**config.mk**
```make
export PLATFORM = sky130hd
export DESIGN_NAME = sseg_scan_driver
export DESIGN_NICKNAME = d
export VERILOG_FILES = /design/src/rtl/sseg_scan_driver.sv
export SDC_FILE = /design/constraint.sdc
export NUM_CORES = 1
export LEC_CHECK = 0
export CAP_MARGIN = 20
export CORE_UTILIZATION = 40
export CTS_CLUSTER_DIAMETER = 60
export DETAILED_ROUTE_END_ITERATION = 8
export SLEW_MARGIN = 20
export SYNTH_ARGS = -nofsm -noshare
export SYNTH_HDL_FRONTEND = slang
export SYNTH_SLANG_ARGS = --single-unit
```
**constraint.sdc**
```tcl
create_clock -name clk -period 2.5 [get_ports clk]
set_input_delay 0.5 -clock clk [delete_from_list [all_inputs] [get_ports clk]]
set_output_delay 0.5 -clock clk [all_outputs]
set_load 0.005 [all_outputs]
```
**src/rtl/sseg_scan_driver.sv**
```systemverilog
// sseg_scan_driver: time-multiplexed N-digit seven-segment driver with frame-synchronous value updates
module sseg_scan_driver #(
  parameter int N_DIGITS     = 4,
  parameter int REFRESH_DIV  = 50000,
  parameter int GUARD        = 1,
  parameter int COMMON_ANODE = 1
) (
  input  logic                  clk,
  input  logic                  rst,
  input  logic [4*N_DIGITS-1:0] value,
  input  logic [N_DIGITS-1:0]   dp,
  input  logic                  load,
  input  logic                  hex_mode,
  input  logic                  lz_blank,
  output logic [6:0]            sseg,
  output logic                  dp_out,
  output logic [N_DIGITS-1:0]   an,
  output logic                  pending,
  output logic                  frame_tick
);
  localparam int CW = REFRESH_DIV > 1 ? $clog2(REFRESH_DIV) : 1;
  localparam int IW = N_DIGITS > 1 ? $clog2(N_DIGITS) : 1;
  localparam logic INV = COMMON_ANODE != 0;
  localparam logic [CW-1:0] CNT_MAX = CW'(REFRESH_DIV - 1);
  localparam logic [IW-1:0] IDX_MAX = IW'(N_DIGITS - 1);
  localparam logic [CW-1:0] GUARD_C = CW'(GUARD);
  logic [CW-1:0] cnt_q, cnt_d;
  logic [IW-1:0] idx_q, idx_d;
  logic [4*N_DIGITS-1:0] stage_val_q, stage_val_d, shadow_val_q, shadow_val_d;
  logic [N_DIGITS-1:0] stage_dp_q, stage_dp_d, shadow_dp_q, shadow_dp_d;
  logic pending_q, pending_d, tick_q, tick_d;
  logic [6:0] sseg_q, sseg_d;
  logic dp_q, dp_d;
  logic [N_DIGITS-1:0] an_q, an_d;
  logic slot_end, boundary, guard, blank;
  logic [3:0] nib;
  logic [6:0] glyph;
  always_comb begin
    slot_end = cnt_q == CNT_MAX;
    boundary = slot_end && idx_q == IDX_MAX;
    cnt_d = slot_end ? '0 : cnt_q + 1'b1;
    idx_d = slot_end ? (idx_q == IDX_MAX ? '0 : idx_q + 1'b1) : idx_q;
    stage_val_d = load ? value : stage_val_q;
    stage_dp_d = load ? dp : stage_dp_q;
    shadow_val_d = boundary ? (load ? value : stage_val_q) : shadow_val_q;
    shadow_dp_d = boundary ? (load ? dp : stage_dp_q) : shadow_dp_q;
    pending_d = !boundary && (load || pending_q);
    tick_d = boundary;
  end
  always_comb begin
    nib = shadow_val_q[{idx_q, 2'b00} +: 4];
    case (nib)
      4'h0: glyph = 7'h3F;
      4'h1: glyph = 7'h06;
      4'h2: glyph = 7'h5B;
      4'h3: glyph = 7'h4F;
      4'h4: glyph = 7'h66;
      4'h5: glyph = 7'h6D;
      4'h6: glyph = 7'h7D;
      4'h7: glyph = 7'h07;
      4'h8: glyph = 7'h7F;
      4'h9: glyph = 7'h6F;
      4'hA: glyph = 7'h77;
      4'hB: glyph = 7'h7C;
      4'hC: glyph = 7'h39;
      4'hD: glyph = 7'h5E;
      4'hE: glyph = 7'h79;
      default: glyph = 7'h71;
    endcase
  end
  always_comb begin
    guard = cnt_q < GUARD_C;
    // shifting out the lower digits leaves zero only when this digit and all above it are zero
    blank = lz_blank && idx_q != '0 && (shadow_val_q >> {idx_q, 2'b00}) == '0;
    an_d = (guard ? '0 : N_DIGITS'(1) << idx_q) ^ {N_DIGITS{INV}};
    sseg_d = (guard || blank ? 7'h00 : !hex_mode && nib > 4'd9 ? 7'h40 : glyph) ^ {7{INV}};
    dp_d = (!guard && shadow_dp_q[idx_q]) ^ INV;
  end
  always_ff @(posedge clk) begin
    if (rst) begin
      cnt_q <= '0;
      idx_q <= '0;
      stage_val_q <= '0;
      stage_dp_q <= '0;
      shadow_val_q <= '0;
      shadow_dp_q <= '0;
      pending_q <= 1'b0;
      tick_q <= 1'b0;
      an_q <= {N_DIGITS{INV}};
      sseg_q <= {7{INV}};
      dp_q <= INV;
    end else begin
      cnt_q <= cnt_d;
      idx_q <= idx_d;
      stage_val_q <= stage_val_d;
      stage_dp_q <= stage_dp_d;
      shadow_val_q <= shadow_val_d;
      shadow_dp_q <= shadow_dp_d;
      pending_q <= pending_d;
      tick_q <= tick_d;
      an_q <= an_d;
      sseg_q <= sseg_d;
      dp_q <= dp_d;
    end
  end
  assign sseg = sseg_q;
  assign dp_out = dp_q;
  assign an = an_q;
  assign pending = pending_q;
  assign frame_tick = tick_q;
endmodule

```
# --- Word-level counts from Yosys, hierarchy flattened ---
# Memories as Yosys holds them, arrays and structs flattened.
# Index checks and enable logic that the tools add are counted.
word_totals:
  ff_bits: 72
  rom_bits: 112
  in_bits: 25
  output_inout_bits: 14
  word_cells: 47
  mem_count: 1
memory_table:
  columns: ["name", "words", "word_bits", "read_ports", "rd_ports_with_merged_regs", "wr", "line", "text"]
  rows:
  - ["(name not given)", 16, 7, 1, 0, 0, "52", "case (nib)"]
op_classes:
  addsub: 2
  order_cmp: 3
  n_eq_ne: 2
  n_shift: 3
  mux: 8
  bitwise: 3
  n_reduce_logical: 14
op_table:
  columns: ["operator", "count"]
  rows:
  - ["$add 16x1->16 const B", 1]
  - ["$eq 16x16->1 const B", 1]
  - ["$logic_not 16->1", 1]
  - ["$lt 16x1->1 const B", 1]
  - ["$mux 16", 1]
  - ["$shiftx 16x5->4", 1]
  - ["$shr 16x4->16", 1]
  - ["$mux 7", 2]
  - ["$mux 4", 2]
  - ["$not 7->7", 1]
  - ["$logic_and 1x1->1", 6]
  - ["$gt 4x4->1 const B", 1]
  - ["$not 4->4", 1]
  - ["$shl 1x2->4 const A", 1]
  - ["$logic_not 1->1", 3]
  - ["$lt 2x3->1 const B", 1]
  - ["$add 2x1->2 const B", 1]
  - ["$bmux 1 s2", 1]
  - ["$eq 2x2->1 const B", 1]
  - ["$logic_or 1x1->1", 2]
  - ["$mux 2", 1]
  - ["$reduce_bool 2->1", 1]
  - ["$reduce_or 2->1", 1]
  - ["$mux 1", 1]
  - ["$not 1->1", 1]

# --- Depth between registers and ports, before layout ---
logic_depth:
  ltp_word: 6
  mapped_depth: 9
  ltp_nobuf: 8

# --- Worst setup path after synthesis ---
# No wires, ideal clock.
synth_timing:
  kind: "reg2reg"
  from: "register idx_q[0]"
  to: "register sseg_q[5] (netlist: sseg[5])"
  setup_time_ps: 95
  t_arrival_ps: 2212
  required_ps: 2405
  setup_slack_ps: 193
  stages_incl_launch_ff: 9
  path_buffers: 1
  period_less_slack_ps: 2307
  path_cell_list: "dfxtp_1 > buf_6 > mux4_2 > inv_1 > ha_1 > nand4b_1 > a2111oi_1 > nor2_4 > o311ai_1"
synth_via:
  elab_chain_len: 6
  elab_cells_between_ends: 13
  classes_between: "order compare: 1; shift: 2; mux: 2; bitwise: 1; reduce/logical: 6; memory: 1"
synth_rtl:
  columns: ["item", "line", "text"]
  rows:
  - ["from (decl)", "28", "logic [IW-1:0] idx_q, idx_d;"]
  - ["from (signal assigned)", "94", "idx_q <= idx_d;"]
  - ["$shiftx 16x5->4, or another cell as far along", "51", "nib = shadow_val_q[{idx_q, 2'b00} +: 4];"]
  - ["$gt 4x4->1, or another cell as far along", "76", "sseg_d = (guard || blank ? 7'h00 : !hex_mode && nib > 4'd9 ? 7'h40 : glyph) ^ {7{INV}};"]
  - ["$logic_and 1x1->1, on equally long branches", "76, 74", null]
  - ["$mux 7 / $logic_or 1x1->1 (equally long branches)", "76", null]
  - ["$mux 7 (*)", "76", null]
  - ["$not 7->7 (no source line) (*)", null, null]
  - ["to (signal assigned)", "90", "sseg_q <= {7{INV}};"]
  - ["to (signal assigned)", "102", "sseg_q <= sseg_d;"]
  - ["to (decl)", "32", "logic [6:0] sseg_q, sseg_d;"]
# Mark *: on every way between the ends. The rest lies on a longest branch, timed or not.
# A chain may end at the register's enable or synchronous reset.

# --- Final worst setup path ---
# Ends and elaborated chain as after synthesis.

==> impl_metrics.tcl <==
set metrics [dict create \
    outcome "finished, final reports clean" \
    track_usage_pct 16.4 \
    clk_latency_ns 0.35 \
    vias_per_cell 4.86 \
    dieArea_um2 7830 \
    fill_cells 692 \
    grt_max_degree 22 \
    num_antenna_cells 0 \
    antenna_found_initial 0 \
    synth_fp_nets 335 \
    critPathMaxFanout 6 \
    dp_hpwl_um 4210 \
    drt_iter0_drc 70 \
    cts_hold_buffers 0 \
    worstHoldPathCells 1 \
    use_met2_pct 24.9 \
    cp-startpoint "idx_q[0]" \
    r2r_end "sseg[5]" \
    cts.clk_slew.worst_paths_ns 0.07 \
    hold_violations 0 \
    initial_core_util_pct 41.2 \
    worstPathArrival_ns 2.53 \
    grt_overflow 0 \
    fin_worst_skew_ns 0.00511 \
    gp_congestion 0.757 \
    wl_um 5820 \
    ys.flop_type "dfxtp_1" \
    cts_sinks 72 \
    critical_path_class "reg -> reg" \
    p_leak_nw 1.51 \
    vias 2162 \
    yosysUniqueCellTypes 38 \
    finalCritPeriodShare_pct 91.1 \
    cp-end-kind "register" \
    syn_to_final_growth_pct 22.3 \
    vdd_ir_drop_max_mv 0.260 \
    final_cell_mix "dfxtp_1, nor2_1, clkdlybuf4s50_1" \
    cts_resized 0 \
    slew_headroom_pct 53.2 \
    syn_inst 298 \
    avgSynthCellArea_um2 10.0 \
    rsz0062_at_grt "no" \
    r2r_slack_ns 0.22 \
    drv_slew 0 \
    fp.dieH_um 88.5 \
    instances_no_fill 445 \
    cts_buffers 9 \
    setup_tns_ns 0 \
    nets 378 \
    grt_pass1_vias 2038 \
    min_to "pending" \
    portBuffers 38 \
    drc 0 \
    cts-root-buf "clkbuf_8" \
    ys_warn_count 0 \
    wl_per_cell_um 13.1 \
    worstSetupStartpointType "register" \
    drive_gt1_share_pct 9.83 \
    busiest_layer "met2" \
    min-delay-start "pending" \
    rr_startpoint "idx_q[0]" \
    grt_pass1_wl_um 9580 \
    syn_area_um2 2990 \
    post_cts_buffers 0 \
    max-cap-violations 0 \
    cts_htree_levels 3 \
    p_per_area_nw_per_um2 593 \
    synth_seq_area_share_pct 48.2 \
    io_pins 39 \
    reg2reg_depth 8 \
    dr.pass1.iters 4 \
    max_freq_mhz 439 \
    cts_tree "done" \
    cts_max_path_buffers 2 \
    hold_path_class "reg -> reg" \
    finalPower_mw 2.17 \
    ys_async_sr_fraction_pct 0 \
    place_inst 429 \
    final_common_cell "dfxtp_1" \
    finalSetupViolations 0 \
    grt.met3_usage_pct 4.10 \
    required_ns 2.76 \
    post-route-min-period_ns 2.28 \
    drtAntennaViolNets 0 \
    tightest_slew_ns 0.699 \
    grt_use_met1_pct 21.1 \
    fin_util_pct 50.4 \
    synth_edf_count 0 \
    ys_ff_latch 72 \
    fin_hold_ws_ns 0.472 \
    core_um2 7250 \
    chipWidth_um 88.5 \
    rows 31 \
]
==> worst max-delay path, cell delays in order (launching register included) <==
cell and delay, ns:
dfxtp_1 0.40, mux4_2 0.58, inv_1 0.16, ha_1 0.22, nand4b_1 0.10, a2111oi_1 0.40, buf_4 0.20, nor2_4 0.05
o311ai_1 0.08
==> per-stage QoR <==
stage | area (um2) | setup slack [ns]
global placement | 3480 | 0.357
detailed placement | 3480 | 0.303
floorplan | 2990 | 0.193
CTS | 3660 | 0.219
finish | 3660 | 0.223
global route | 3660 | 0.0112
==> synth_stat cells, types with 3 or more instances <==
| cell | n | share of area (%) |
|---|---|---|
| dfxtp_1 | 72 | 48 |
| nor2_1 | 46 | 5.8 |
| mux2i_1 | 22 | 7.4 |
| nand2_1 | 20 | 2.5 |
| o22a_1 | 20 | 5.9 |
| ha_1 | 12 | 5.0 |
| inv_1 | 12 | 1.5 |
| nand3_1 | 12 | 2.0 |
| nor4_1 | 8 | 1.7 |
| xnor2_1 | 8 | 2.3 |
| clkbuf_1 | 7 | 0.88 |
| nor3_1 | 7 | 1.2 |
| buf_2 | 6 | 1.0 |
| mux4_2 | 6 | 4.5 |
| xor2_1 | 6 | 1.8 |
| nand2b_1 | 4 | 0.84 |
| o211ai_1 | 3 | 0.75 |
| o21ai_0 | 3 | 0.50 |
==> sequential cells by signal, summed over array words and instances, names as in the netlist <==
name,count
an,4
shadow_dp_q,4
pending,1
dp_out,1
cnt_q,16
idx_q,2
sseg,7
shadow_val_q,16
frame_tick,1
stage_val_q,16
stage_dp_q,4
==> report_power, final <==
group / leakage, nW / switching (mW) / total (mW) / internal (mW)
sequential: 0.587 / 0.0129 / 1.20 / 1.18
combinational: 0.830 / 0.0703 / 0.165 / 0.0948
clock: 0.0878 / 0.430 / 0.809 / 0.379
total: 1.51 / 0.513 / 2.17 / 1.66
==> layout make-up <==
| class | instances | area (um2) | share of cell area [%] |
|---|---|---|---|
| Tap cell | 99 | 124 | 3.39 |
| Inverter | 13 | 48.8 | 1.33 |
| Clock inverter | 6 | 35.0 | 0.958 |
| Timing Repair Buffer | 47 | 448 | 12.3 |
| Clock buffer | 10 | 138 | 3.76 |
| Sequential cell | 72 | 1440 | 39.4 |
| Multi-Input combinational cell | 198 | 1420 | 38.9 |
==> worst max-delay path by stage <==
stage | slack, ns | endpoint
final | 0.22 | sseg[5]
after global routing | 0.01 | sseg[4]
after CTS | 0.22 | sseg[5]
after detailed placement | 0.30 | sseg[5]
after global placement | 0.36 | sseg[5]
after floorplan | 0.19 | sseg[5]
==> layer usage <==
metal,vias up,wire (um)
met5,-,0
met4,0,114
met3,10,225
met2,43,2550
met1,988,2930
li1,1121,-
==> logic make-up after synthesis <==
family	Yosys count	share of synthesized area [%]
buffers and inverters	28	4.27
adders and majority gates	12	5.02
AOI/OAI and AO/OA	36	9.71
and+or+nand+nor	108	16.8
DFF	72	48.2
muxes	28	11.9
xor gates and xnor gates	14	4.10
No activity file was read; power rests on OpenSTA's default activity.
